`src/rtl/wt_cache_ctrl_wbuf.sv`:
```
// Write-through cache controller with a posted-write buffer between the CPU port and memory.
// Writes drain in the background; read misses drain the buffer before fetching the line.
module wt_cache_ctrl_wbuf #(
  parameter int ADDR_W   = 32,
  parameter int DATA_W   = 32,
  parameter int WB_DEPTH = 4
) (
  input  logic              clk,
  input  logic              reset,
  input  logic              mem_read,
  input  logic              mem_write,
  input  logic [ADDR_W-1:0] addr,
  input  logic [DATA_W-1:0] wdata,
  input  logic              hit,
  input  logic              ready,
  output logic              stall,
  output logic              refill,
  output logic              update,
  output logic              main_read,
  output logic              main_write,
  output logic [ADDR_W-1:0] main_addr,
  output logic [DATA_W-1:0] main_wdata,
  output logic              wb_empty
);

  // state  | meaning
  // IDLE   | serve CPU hits/writes, drain buffer in background
  // DRAIN  | read miss pending, emptying buffer to keep ordering
  // RD_REQ | fetching the missed line from memory
  // REFILL | one-cycle cache line write, then back to IDLE

  localparam int PTR_W = (WB_DEPTH > 1) ? $clog2(WB_DEPTH) : 1;
  localparam int CNT_W = $clog2(WB_DEPTH + 1);

  typedef enum logic [1:0] {IDLE, DRAIN, RD_REQ, REFILL} state_t;

  state_t            state;
  logic [PTR_W-1:0]  rd_ptr, wr_ptr;
  logic [CNT_W-1:0]  count;
  logic [ADDR_W-1:0] wb_addr [WB_DEPTH];
  logic [DATA_W-1:0] wb_data [WB_DEPTH];

  logic full, push, pop, drain_active, last_pop;

  assign full     = (count == CNT_W'(WB_DEPTH));
  assign wb_empty = (count == '0);
  assign last_pop = pop && (count == CNT_W'(1));

  // Outputs are forced low while reset is held so they clear without a clock edge.
  always_comb begin
    stall        = 1'b0;
    refill       = 1'b0;
    update       = 1'b0;
    main_read    = 1'b0;
    main_write   = 1'b0;
    main_addr    = '0;
    main_wdata   = '0;
    push         = 1'b0;
    pop          = 1'b0;
    drain_active = 1'b0;
    if (reset) begin
      drain_active = ((state == IDLE) || (state == DRAIN)) && !wb_empty;
      if (drain_active) begin
        main_write = 1'b1;
        main_addr  = wb_addr[rd_ptr];
        main_wdata = wb_data[rd_ptr];
        pop        = ready;
      end
      case (state)
        IDLE: begin
          if (mem_read) begin
            stall = !hit;
          end else if (mem_write) begin
            if (full) begin
              stall = 1'b1;
            end else begin
              push   = 1'b1;
              update = hit;
            end
          end
        end
        DRAIN: stall = 1'b1;
        RD_REQ: begin
          stall     = 1'b1;
          main_read = 1'b1;
          main_addr = addr;
        end
        REFILL: begin
          stall  = 1'b1;
          refill = 1'b1;
        end
        default: stall = 1'b1;
      endcase
    end
  end

  always_ff @(posedge clk or negedge reset) begin
    if (!reset) begin
      state  <= IDLE;
      rd_ptr <= '0;
      wr_ptr <= '0;
      count  <= '0;
    end else begin
      if (push) wr_ptr <= (wr_ptr == PTR_W'(WB_DEPTH - 1)) ? '0 : wr_ptr + PTR_W'(1);
      if (pop)  rd_ptr <= (rd_ptr == PTR_W'(WB_DEPTH - 1)) ? '0 : rd_ptr + PTR_W'(1);
      case ({push, pop})
        2'b10:   count <= count + CNT_W'(1);
        2'b01:   count <= count - CNT_W'(1);
        default: count <= count;
      endcase
      case (state)
        IDLE: begin
          if (mem_read && !hit)
            state <= (wb_empty || last_pop) ? RD_REQ : DRAIN;
        end
        DRAIN:   if (wb_empty || last_pop) state <= RD_REQ;
        RD_REQ:  if (ready) state <= REFILL;
        REFILL:  state <= IDLE;
        default: state <= IDLE;
      endcase
    end
  end

  // Buffer storage needs no reset: entries are only read while count says they are valid.
  always_ff @(posedge clk) begin
    if (push) begin
      wb_addr[wr_ptr] <= addr;
      wb_data[wr_ptr] <= wdata;
    end
  end

endmodule

```
`config.mk`:
```
export PLATFORM = sky130hd
export DESIGN_NAME = wt_cache_ctrl_wbuf
export DESIGN_NICKNAME = d
export VERILOG_FILES = /design/src/rtl/wt_cache_ctrl_wbuf.sv
export SDC_FILE = /design/constraint.sdc
export NUM_CORES = 1
export LEC_CHECK = 0
export BUFFER_PORTS_ARGS = -buffer_cell sky130_fd_sc_hd__buf_2
export CAP_MARGIN = 20
export CORE_MARGIN = 2
export CORE_UTILIZATION = 45
export DETAILED_ROUTE_END_ITERATION = 16
export PLACE_DENSITY = 0.74
export SYNTH_ARGS = -nofsm -noshare
export SYNTH_HDL_FRONTEND = slang
export SYNTH_SLANG_ARGS = --single-unit
```
`constraint.sdc`:
```
create_clock -name clk -period 7.9 [get_ports clk]
set_input_delay 0.395 -clock clk [delete_from_list [all_inputs] [get_ports clk]]
set_output_delay 0.395 -clock clk [all_outputs]
set_load 0.05 [all_outputs]
```
==> impl_metrics.toml <==
[outcome]
outcome = "finished clean"

[synthesis]
synthTopCellsByCount = "edfxtp_1 (256), mux4_2 (64), a22o_1 (32), and3_1 (32), ha_1 (15)"
netlist_instances = 489
ys_seq_area_share_pct = 75.3
synthArstFlopShare_pct = 3.40
synth_edf_count = 256
synth_xor_area_share_pct = 0.250
synthMuxAreaShare_pct = 14.2
synth_top_family_by_area = "multiplexers"
synth_area_leader_cell = "edfxtp_1"
syn_avg_cell_area_um2 = 21.5
synth.most_common_cell = "edfxtp_1"
synth_compound_area_share_pct = 3.42
synth-adder-area-share_pct = 1.79
synth_nets = 574
synth-simple-area-share_pct = 3.13
netlist_top_cells_area = "edfxtp_1 (73%), mux4_2 (14%), a22o_1 (2.7%)"
synth-main-ff-cell = "edfxtp_1"
synth_warnings = 0
synth.distinct_cells = 33
ys_ff_latch = 265
syn_area_um2 = 10500
synth_top_cell_area_share_pct = 73.2

[layout]
drive_above_1_share_pct = 40.3
multi_input_area_um2 = 2420
area.sequential_um2 = 7920
nNetsFinal = 722
synthToLayoutAreaGrowth_pct = 17.7
stdcell_area_um2 = 12400
nFillCells = 1746

[clock_network]
postCtsSetupBuffers = 0
htree_levels = 1
clk_latency_ns = 0.53
root_buffer = "clkbuf_16"
clk_path_buf_depth = 3
clock_sinks = 265
cts_tree = "yes"
clkTransAtPathRegs_ns = 0.06
cts_made_buffers = 27

[power_and_ir_drop]
p_int_uw = 2810
clkPwrFrac_pct = 27.1
p_sw_uw = 1520
leakage_uw = 0.00446
ir_drop_mv = 0.210
pwr-share-comb_pct = 34.2
powerDensity_nw_per_um2 = 351
power_frac_seq_pct = 38.8
p_sw_share_pct = 35.1

[global_routing]
grt_pass1_wl_um = 31800
antenna_found_initial = 1
grt_pass1_vias = 5706
gr-total-overflow = 0
grt_max_degree = 67
grt_use_total_pct = 16.9

[floorplan]
dieWidth_um = 157
dieHeight_um = 157
ios = 140
die-area_um2 = 24600
rows = 55
core_area_um2 = 22800
initial_core_util_pct = 46.1

[setup_path]
cpMaxStageDelayCell = "nor3_4"
regToRegSetupSlack_ns = 5.12
cp-endpoint = "main_addr[9]"
crit_required_ns = 7.51
arrival_ns = 3.37
critPathMaxStageDelay_ns = 0.68
path_class = "flop to output pin"
r2r_cells = 11
r2r-end = "count[2]$_DFFE_PN0P_"
cp_common_cell = "inv_1"
critPathLaunchType = "flop"
r2r_start = "count[0]$_DFFE_PN0P_"
startpoint = "count[0]$_DFFE_PN0P_"
cp_max_fo = 35
worstPathCellList = "inv_1, ha_1, nand2b_2, inv_1, nor3_4, buf_16, a22o_1, buf_2"
end_kind = "output pin"

[drt]
ant_nets = 0
first_iter_violations = 296
drc = 0
vias = 5336
vias_per_cell = 5.49
drt-wirelength-per-cell_um = 21.4
drt_first_pass_iters = 5
wl_um = 20800

[timing]
timing.setup.tns_ns = 0
fmax_mhz = 266
fin_crit_sh_pct = 47.6
period_needed_ns = 3.76
setup_viol = 0
rsz0062_at_grt = "false"
hold_violations = 0
finClkSkew_ns = 0.0126
slew_headroom_pct = 30.6
slew_viol_final = 0
worst_slew_pin_slew_ns = 1.04
holdWs_ns = 0.0823

[place]
placed_area_um2 = 11500
hpwl_um = 11900
portBuffers = 139
place.gp.congestion = 0.706

[job]
drv_cap = 0

[worst_hold_path]
min_path_cells = 1
min_path_type = "input port to flop"
-- routing by layer --
metal / global-route usage, % / wire length, µm / vias to the layer above
met5: 0 / 0 / -
met4: 4.54 / 439 / 0
met3: 3.66 / 1260 / 39
met2: 29.8 / 10700 / 159
met1: 21.4 / 8340 / 2798
li1: - / - / 2340
-- state kept, by name, summed over array words and instances (netlist names) --
register	flops
count	3
rd_ptr	2
state	2
wb_addr	128
wb_data	128
wr_ptr	2
-- cells by family (layout without fill, tap and decap cells) --
family,after synthesis,after routing
buffers and inverters,38,207
other,0,1
adder cells (fa/ha/maj),15,15
multiplexers,69,69
AND/OR/NAND/NOR,56,56
XOR/XNOR,3,3
flip-flops,265,265
AO/OA/AOI/OAI,43,43
-- power by group through the flow --
stage	Sequential [µW]	Clock, µW	Combinational, µW
finish	1680	1170	1480
floorplan	1660	0	1210
CTS	1680	1200	1500
detailed placement	1710	0	1500
global route	1690	1260	1580
global placement	1710	0	1450
-- stage by stage --
step / instances / total power [µW] / utilization (%) / setup WS, ns
finish: 972 / 4340 / 54.3 / 4.14
global route: 972 / 4540 / 54.3 / 3.87
CTS: 971 / 4380 / 54.3 / 4.08
detailed placement: 920 / 3210 / 50.6 / 4.64
global placement: 919 / 3160 / 50.5 / 4.46
floorplan: 489 / 2870 / - / 4.83
-- critical path: cells and delay by family (launching register included) --
family / cells / cell delay [ns]
flops: 1 / 0.42
buf+inv: 4 / 0.82
fa+ha+maj: 1 / 0.23
simple gates: 2 / 1.21
compound gates: 1 / 0.16
-- worst min path at each step --
| stage | to | from |
|---|---|---|
| 3_5_place_dp | state[1]$_DFFE_PN0P_ | reset |
| 6_report | wb_data[3][24]$_DFFE_PP_ | wdata[24] |
| 2_1_floorplan | count[0]$_DFFE_PN0P_ | reset |
| 4_1_cts | wb_data[0][12]$_DFFE_PP_ | wdata[12] |
| 5_1_grt | wb_data[0][12]$_DFFE_PP_ | wdata[12] |
| 3_3_place_gp | count[0]$_DFFE_PN0P_ | reset |
-- cells in the final DEF, fill, tap and decap left out, drive strengths merged, types with 2 or more instances in the layout --
cell type,instances
a22oi,2
a22o,32
nor2,8
o21ai,3
nand2b,3
and2,6
edfxtp,256
buf,144
dfrtp,9
clkbuf,30
nand2,3
xnor2,2
ha,15
clkinvlp,3
mux2,4
inv,14
clkinv,14
mux4,64
and3,32
-- cell type report --
type | instances | share of cell area [%]
Tap cell | 313 | 3.17
Antenna cell | 1 | 0.0202
Multi-Input combinational cell | 186 | 19.6
Inverter | 12 | 0.364
Timing Repair Buffer | 145 | 6.17
Clock buffer | 30 | 5.55
Sequential cell | 265 | 64.0
Clock inverter | 20 | 1.13
-- what timing repair did --
| action | 4_1_cts | 5_1_grt |
|---|---|---|
| gates resized for setup | 0 | 0 |
| hold buffers | 1 | 0 |
| hold endpoints to repair | 9 | 0 |
Power figures use the tool's default switching activity.
